`config.mk`:
```
export PLATFORM = sky130hd
export DESIGN_NAME = if_stage
export DESIGN_NICKNAME = d
export VERILOG_FILES = /design/src/rtl/if_stage.sv
export SDC_FILE = /design/constraint.sdc
export NUM_CORES = 1
export LEC_CHECK = 0
export BUFFER_PORTS_ARGS = -buffer_cell sky130_fd_sc_hd__buf_2
export CAP_MARGIN = 5
export CORE_ASPECT_RATIO = 2
export CORE_UTILIZATION = 46
export CTS_CLUSTER_DIAMETER = 120
export DETAILED_ROUTE_END_ITERATION = 8
export GPL_TIMING_DRIVEN = 0
export PLACE_DENSITY = 0.82
export SLEW_MARGIN = 20
export SYNTH_ARGS = -nofsm -noshare
export SYNTH_HDL_FRONTEND = slang
export SYNTH_SLANG_ARGS = --single-unit
```
`constraint.sdc`:
```
create_clock -name clk -period 1.8 [get_ports clk]
set_clock_uncertainty 0.2 [all_clocks]
set_input_delay 0 -clock clk [delete_from_list [all_inputs] [get_ports clk]]
set_output_delay 0 -clock clk [all_outputs]
set_load 0.01 [all_outputs]
```
`src/rtl/if_stage.sv`:
```
// Instruction-fetch stage: owns the PC, drives the instruction-memory address
// and loads the IF/ID register (Curr_Pc, Curr_Instr, valid). Handles load-use
// stall, EX redirect flush and a sticky halt.
// Optional macro IF_PERF_CNT_EN adds saturating fetch/stall counters.
module if_stage #(
    parameter int unsigned     PC_W     = 9,
    parameter int unsigned     INSTR_W  = 32,
    parameter logic [PC_W-1:0] RESET_PC = '0
) (
    input  logic               clk,
    input  logic               reset,
    input  logic               stall,
    input  logic               flush,
    input  logic [PC_W-1:0]    branch_pc,
    input  logic               halt,
    output logic [PC_W-1:0]    imem_addr,
    input  logic [INSTR_W-1:0] imem_instr,
    output logic [PC_W-1:0]    ifid_curr_pc,
    output logic [INSTR_W-1:0] ifid_curr_instr,
    output logic               ifid_valid,
    output logic               halted
`ifdef IF_PERF_CNT_EN
    ,
    output logic [31:0]        perf_fetch_cnt,
    output logic [31:0]        perf_stall_cnt
`endif
);

    typedef enum logic {RUN, HALTED} state_t;

    localparam logic [PC_W-1:0] PC_STEP  = PC_W'(4);
    localparam logic [PC_W-1:0] ALIGN_MK = ~PC_W'(3);

    state_t             state_q, state_d;
    logic [PC_W-1:0]    pc_q, pc_d;
    logic [PC_W-1:0]    ifid_pc_d;
    logic [INSTR_W-1:0] ifid_instr_d;
    logic               ifid_valid_d;

    assign imem_addr = pc_q;
    assign halted    = (state_q == HALTED);

    // State, PC and IF/ID registers.
    always_ff @(posedge clk or posedge reset) begin
        if (reset) begin
            state_q         <= RUN;
            pc_q            <= RESET_PC;
            ifid_curr_pc    <= '0;
            ifid_curr_instr <= '0;
            ifid_valid      <= 1'b0;
        end else begin
            state_q         <= state_d;
            pc_q            <= pc_d;
            ifid_curr_pc    <= ifid_pc_d;
            ifid_curr_instr <= ifid_instr_d;
            ifid_valid      <= ifid_valid_d;
        end
    end

    // Next-state logic; priority in RUN is halt > flush > stall > normal fetch.
    always_comb begin
        state_d      = state_q;
        pc_d         = pc_q;
        ifid_pc_d    = ifid_curr_pc;
        ifid_instr_d = ifid_curr_instr;
        ifid_valid_d = ifid_valid;
        if (state_q == RUN) begin
            if (halt) begin
                state_d      = HALTED;
                ifid_pc_d    = '0;
                ifid_instr_d = '0;
                ifid_valid_d = 1'b0;
            end else if (flush) begin
                pc_d         = branch_pc & ALIGN_MK;
                ifid_pc_d    = '0;
                ifid_instr_d = '0;
                ifid_valid_d = 1'b0;
            end else if (!stall) begin
                pc_d         = pc_q + PC_STEP;
                ifid_pc_d    = pc_q;
                ifid_instr_d = imem_instr;
                ifid_valid_d = 1'b1;
            end
        end
    end

`ifdef IF_PERF_CNT_EN
    logic fetch_win, stall_win;

    assign fetch_win = (state_q == RUN) && !halt && !flush && !stall;
    assign stall_win = (state_q == RUN) && !halt && !flush && stall;

    // Saturating counters; only count in RUN, so they freeze once halted.
    always_ff @(posedge clk or posedge reset) begin
        if (reset) begin
            perf_fetch_cnt <= '0;
            perf_stall_cnt <= '0;
        end else begin
            if (fetch_win && (perf_fetch_cnt != '1))
                perf_fetch_cnt <= perf_fetch_cnt + 32'd1;
            if (stall_win && (perf_stall_cnt != '1))
                perf_stall_cnt <= perf_stall_cnt + 32'd1;
        end
    end
`endif

endmodule

```
---- Yosys cells after proc, flatten, opt, wreduce, memory -nomap -nowiden ----
Index checks and enable logic that the tools add are counted.
cells by class
  add/sub/neg operators ................... 1
  bitwise gates (word level) .............. 2
  equal/unequal tests ..................... 2
  multiplexer cells ....................... 13
  reductions and logical operators ........ 2
operators with widths
  operator                                               number
  2-to-1 mux 32 bit                                      3
  2-to-1 mux 9 bit                                       5
  adder 9 x 3 -> 9 bit, second input constant            1
  2-to-1 mux 1 bit                                       5
  inequality test 3 x 1 -> 1 bit, second input constant  1
  AND reduction 3 bit                                    1
  inequality test 2 x 1 -> 1 bit, second input constant  1
  NOT 1 bit                                              2
  AND reduction 2 bit                                    1
storage, ports and cells
  output and inout port bits .............. 52
  input port bits ......................... 46
  logic and storage cells ................. 25
  flip-flop bits (word level) ............. 52

---- Logic depth before layout (Yosys ltp) ----
  depth after elaboration ................. 3
  mapped depth ............................ 6
  mapped depth without buffers ............ 4

---- Least setup slack after synthesis ----
No wires, ideal clock.
  path kind ............................... flip-flop to flip-flop
  from .................................... reg state_q (netlist: halted)
  to ...................................... reg ifid_curr_instr[0]
  path slack .............................. 0.255 ns
  stages on the path, launching flop included .. 6
  path buffers ............................ 3
  arrival time ............................ 1.224 ns
  path through ............................ dfrtp_1 -> buf_4 -> or2_1 -> buf_6 -> buf_8 -> a22o_1
on the way
  word-level cells in the longest chain between the ends .. 2
RTL lines
  item                                  line  source
  start, declared                       34    state_t state_q, state_d;
  start signal, assigned                52    state_q <= state_d;
  NOT 1 bit (no source line)            -
  AND reduction 2 bit (no source line)  -
  end signal, assigned                  55    ifid_curr_instr <= ifid_instr_d;
  end, declared                         19    output logic [INSTR_W-1:0] ifid_curr_instr,
Every way passes these cells.
A chain may end at the register's enable or synchronous reset.

---- Final worst setup path ----
  from .................................... reg state_q (netlist: halted)
  to ...................................... reg pc_q[2] (netlist: imem_addr[2])
on the way
  word-level cells in the longest chain between the ends .. 2
RTL lines
  item                                  line  source
  NOT 1 bit (no source line)            -
  AND reduction 3 bit (no source line)  -
  end signal, assigned                  53    pc_q <= pc_d;
  end, declared                         35    logic [PC_W-1:0] pc_q, pc_d;
Every way passes these cells.

==> run summary <==
DIE
--------------------------------------------------------------------------------------
I/O Pins                                                                            98
Width of the die                                                               49.9 um
Core area                                                                     4380 um2
Total die area                                                                4890 um2
Initial core utilization                                                         48.3%
Std-Cell Rows                                                                       34
Vertical extent of the die                                                     97.9 um

SYNTH
--------------------------------------------------------------------------------------
Area share of fa/ha/maj cells after synthesis                                   0.592%
Syn Area/Cell                                                                 13.3 um2
Cell Area, Synth                                                              2110 um2
Most used flip-flop cell after synthesis                                  sky130_fd_sc_hd__dfrtp_1
Number of storage elements in the synthesis netlist                                 49
XOR/XNOR share of the synthesized area                                              0%
Number of warnings issued by yosys                                                   0
Dominant combinational cell family by area after synthesis                compound AO/OA/AOI/OAI gates
Area share of the leading cell type in the synthesized netlist                   58.0%
Share of the synthesized area in compound gates (AO/OA/AOI/OAI)                  23.0%
Area share of and/or/nand/nor cells after synthesis                              8.64%
Mux contribution to synthesized area                                            0.473%
Number of enable flip-flop cells after synthesis                                     0
Instance count of the mapped netlist                                               159
Number of distinct standard cells referenced by the synthesized netlist             37
Share of synthesized area occupied by flip-flops and latches                     58.0%
Proportion of synthesized flip-flops having asynchronous set or reset             100%
Cell taking the most area after synthesis                                 sky130_fd_sc_hd__dfrtp_1
Cell types with the largest area share after synthesis                    sky130_fd_sc_hd__dfrtp_1 58%, sky130_fd_sc_hd__a22o_1 17%, sky130_fd_sc_hd__buf_6 3.7%

TIMING
--------------------------------------------------------------------------------------
Final hold vios                                                                      0
Fin. max-slew vios                                                                   0
Tmin final                                                                     1.72 ns
Unrepaired setup endpoints after global routing                                     no
Maximum achievable frequency                                                 0.582 GHz
Final critical-path share of the clock period                                    95.5%
Number of setup violations in the final report                                       0

GLOBAL ROUTING
--------------------------------------------------------------------------------------
GRT Overall Usage                                                                24.3%
Number of global-route vias before repair                                         1886
Wire length of the first global-routing pass                                   9.00 mm
Overflow left after global routing                                                   0
Antenna violations before repair                                                     0
Pin count of the biggest net entering global routing                                29

SETUP PATH
--------------------------------------------------------------------------------------
Ordered list of cells on the worst path                                   buf_4, nor2_8, nand3_1, dlygate4sd3_1, o211ai_1
Crit start category                                                               flop
Required time of the critical path                                             1.81 ns
Worst endpoint data arrival time                                               1.73 ns
Delay of the slowest cell on the worst path                                    0.57 ns
Type of the worst setup path                                                   reg2reg
Critical Path Sink Type                                                           flop
Critical path fanouts, max                                                           8
Slowest cell on crit path                                                 sky130_fd_sc_hd__dlygate4sd3_1

PLACEMENT
--------------------------------------------------------------------------------------
DP Area                                                                       2660 um2
Final HPWL from detailed placement                                             3.55 mm
Port buffer count                                                                   91
Placer's final routability congestion estimate                                   0.757
Cell Count Post-Placement                                                          306

ROUTING
--------------------------------------------------------------------------------------
Aggregate routed wire length                                                   5.68 mm
Vias after detailed routing                                                       1906
Top metal layer carrying routed signals                                           met4
M1 WL                                                                          2.19 mm
Detailed-router iteration count before antenna repair                                4
First-iteration detailed-routing DRC count                                          42
Met2 WL                                                                        3.14 mm
DRC                                                                                  0
Count of nets left with antenna violations after detail routing                      0
Routed wl met3                                                                  246 um
Average routed wire per standard cell                                          15.9 um
Vias per cell                                                                     5.34

POWER
--------------------------------------------------------------------------------------
Psw                                                                             505 uW
Sequential Power Share                                                           52.8%
Power density relative to cell area                                         697 nW/um2
Cell Int Power                                                                 1.73 mW
Fraction of power consumed by the clock network                                  33.4%
Leakage power                                                                  1.71 nW
Total power                                                                    2.23 mW
Fraction of power consumed by combinational cells                                13.8%
Worst VDD drop                                                                0.539 mV
Share of total power consumed by net switching                                   22.6%

CLOCK TREE
--------------------------------------------------------------------------------------
Total number of clock tree sinks                                                    49
Depth of the CTS H-tree                                                              2
Maximum buffer depth of the clock tree                                               2
Num CTS Buffers                                                                      5
Total of cells resized after clock tree synthesis                                    0
Root buf cell                                                             sky130_fd_sc_hd__clkbuf_8
Clock slew at reported path FFs                                                0.09 ns
Skew-Pair Late Insertion Delay                                                 0.29 ns
TritonCTS clock tree                                                              done

CELLS AND AREA
--------------------------------------------------------------------------------------
Leading cell types in the layout, fill and taps excluded                  93 x sky130_fd_sc_hd__buf_2, 49 x sky130_fd_sc_hd__dfrtp_1, 43 x sky130_fd_sc_hd__dlygate4sd3_1, 41 x sky130_fd_sc_hd__a22o_1
Number of standard cells in the final layout excluding fillers                     357
Antenna Cells                                                                        0
Final non-filler cell area                                                    3200 um2
# nets final                                                                       350
Layout overhead on the synthesized area                                          51.5%
Leading cell type in the layout, fill and taps excluded                   sky130_fd_sc_hd__buf_2
Share of layout cells above drive strength 1                                     39.9%
Final core utilization                                                           73.1%

OUTCOME
--------------------------------------------------------------------------------------
Outcome                                                                   finished, final reports clean

JOB
--------------------------------------------------------------------------------------
Reported max-cap violation count                                                     0

HOLD PATH
--------------------------------------------------------------------------------------
Hold/Removal Path Class                                                       in2async

## through the flow
step,setup slack (ns),setup TNS (ns),hold WS [ns]
finish,0.0819,0,0.0747
global route,0.0136,0,0.108
CTS,0.0676,0,0.0804
detailed placement,0.123,0,-0.156
global placement,-0.0850,-4.00,0.0227
floorplan,0.255,0,-0.0603
## state kept, by name, indices dropped and copies added (netlist names)
register,count
ifid_valid,1
halted,1
imem_addr,7
ifid_curr_pc,8
ifid_curr_instr,32
## logic make-up after synthesis
kind of cell	after synthesis
flip-flops	49
AO/OA/AOI/OAI	60
adder cells (fa/ha/maj)	1
other	1
buffers and inverters	21
AND/OR/NAND/NOR	26
multiplexers	1
## synth_stat cells (2+ instances only)
master and n:
sky130_fd_sc_hd__a22o_1 41, sky130_fd_sc_hd__buf_2 2, sky130_fd_sc_hd__nor3_1 2, sky130_fd_sc_hd__dfrtp_1 49, sky130_fd_sc_hd__nand3_1 3, sky130_fd_sc_hd__a31oi_1 2, sky130_fd_sc_hd__nand2_1 5, sky130_fd_sc_hd__buf_4 4
sky130_fd_sc_hd__inv_1 3, sky130_fd_sc_hd__buf_8 4, sky130_fd_sc_hd__o21ai_0 7, sky130_fd_sc_hd__buf_6 7, sky130_fd_sc_hd__nand2b_1 2, sky130_fd_sc_hd__a22oi_1 2, sky130_fd_sc_hd__o21a_1 2, sky130_fd_sc_hd__and4b_1 2
sky130_fd_sc_hd__o31ai_1 2
## final timing paths
check | start | to | slack, ns | cells past startpoint
max in group asynchronous | reset | ifid_curr_instr[30]$_DFFE_PP0P_ | 0.81 | 4
min in group clk | flush | imem_addr[5]$_DFFE_PP0P_ | 0.11 | 5
hold reg to reg | ifid_valid$_DFFE_PP0P_ | ifid_valid$_DFFE_PP0P_ | 0.28 | 1
setup / recovery | halted$_DFF_PP0_ | imem_addr[2]$_DFFE_PP0P_ | 0.08 | 5
hold / removal | reset | ifid_curr_instr[0]$_DFFE_PP0P_ | 0.07 | 3
setup reg to reg | halted$_DFF_PP0_ | imem_addr[2]$_DFFE_PP0P_ | 0.08 | 5
## cell type report
| type | count | area [um2] |
|---|---|---|
| Tap cell | 54 | 67.6 |
| Clock buffer | 5 | 68.8 |
| Clock inverter | 2 | 35.0 |
| Sequential cell | 49 | 1230 |
| Fill cell | 318 | 1180 |
| Inverter | 4 | 15.0 |
| Multi-Input combinational cell | 90 | 698 |
| Buffer | 17 | 179 |
| Timing Repair Buffer | 136 | 913 |
## repair_timing
action	CTS	global route
setup endpoints to repair	0	2
hold endpoints to repair	89	0
setup buffers	0	1
hold buffers	43	0
## critical path: cells and delay by family (launching register included)
kind / cells / cell delay, ns
compound gates: 1 / 0.08
buf+inv: 2 / 0.75
simple gates: 2 / 0.22
flops: 1 / 0.39
## metal layers
metal | up-vias | GRT usage [%]
met1 | 927 | 27.5
met3 | 10 | 4.52
li1 | 883 | -
met4 | 0 | 9.45
met5 | - | 0
met2 | 86 | 43.6
## power groups by stage
| stage | registers [mW] | logic (mW) | clock network, mW |
|---|---|---|---|
| 2_1_floorplan | 1.22 | 0.0936 | 0 |
| 3_3_place_gp | 1.20 | 0.222 | 0 |
| 3_5_place_dp | 1.20 | 0.233 | 0 |
| 4_1_cts | 1.18 | 0.304 | 0.766 |
| 5_1_grt | 1.18 | 0.332 | 0.825 |
| 6_report | 1.18 | 0.308 | 0.744 |
(Power assumes the default switching activity.)
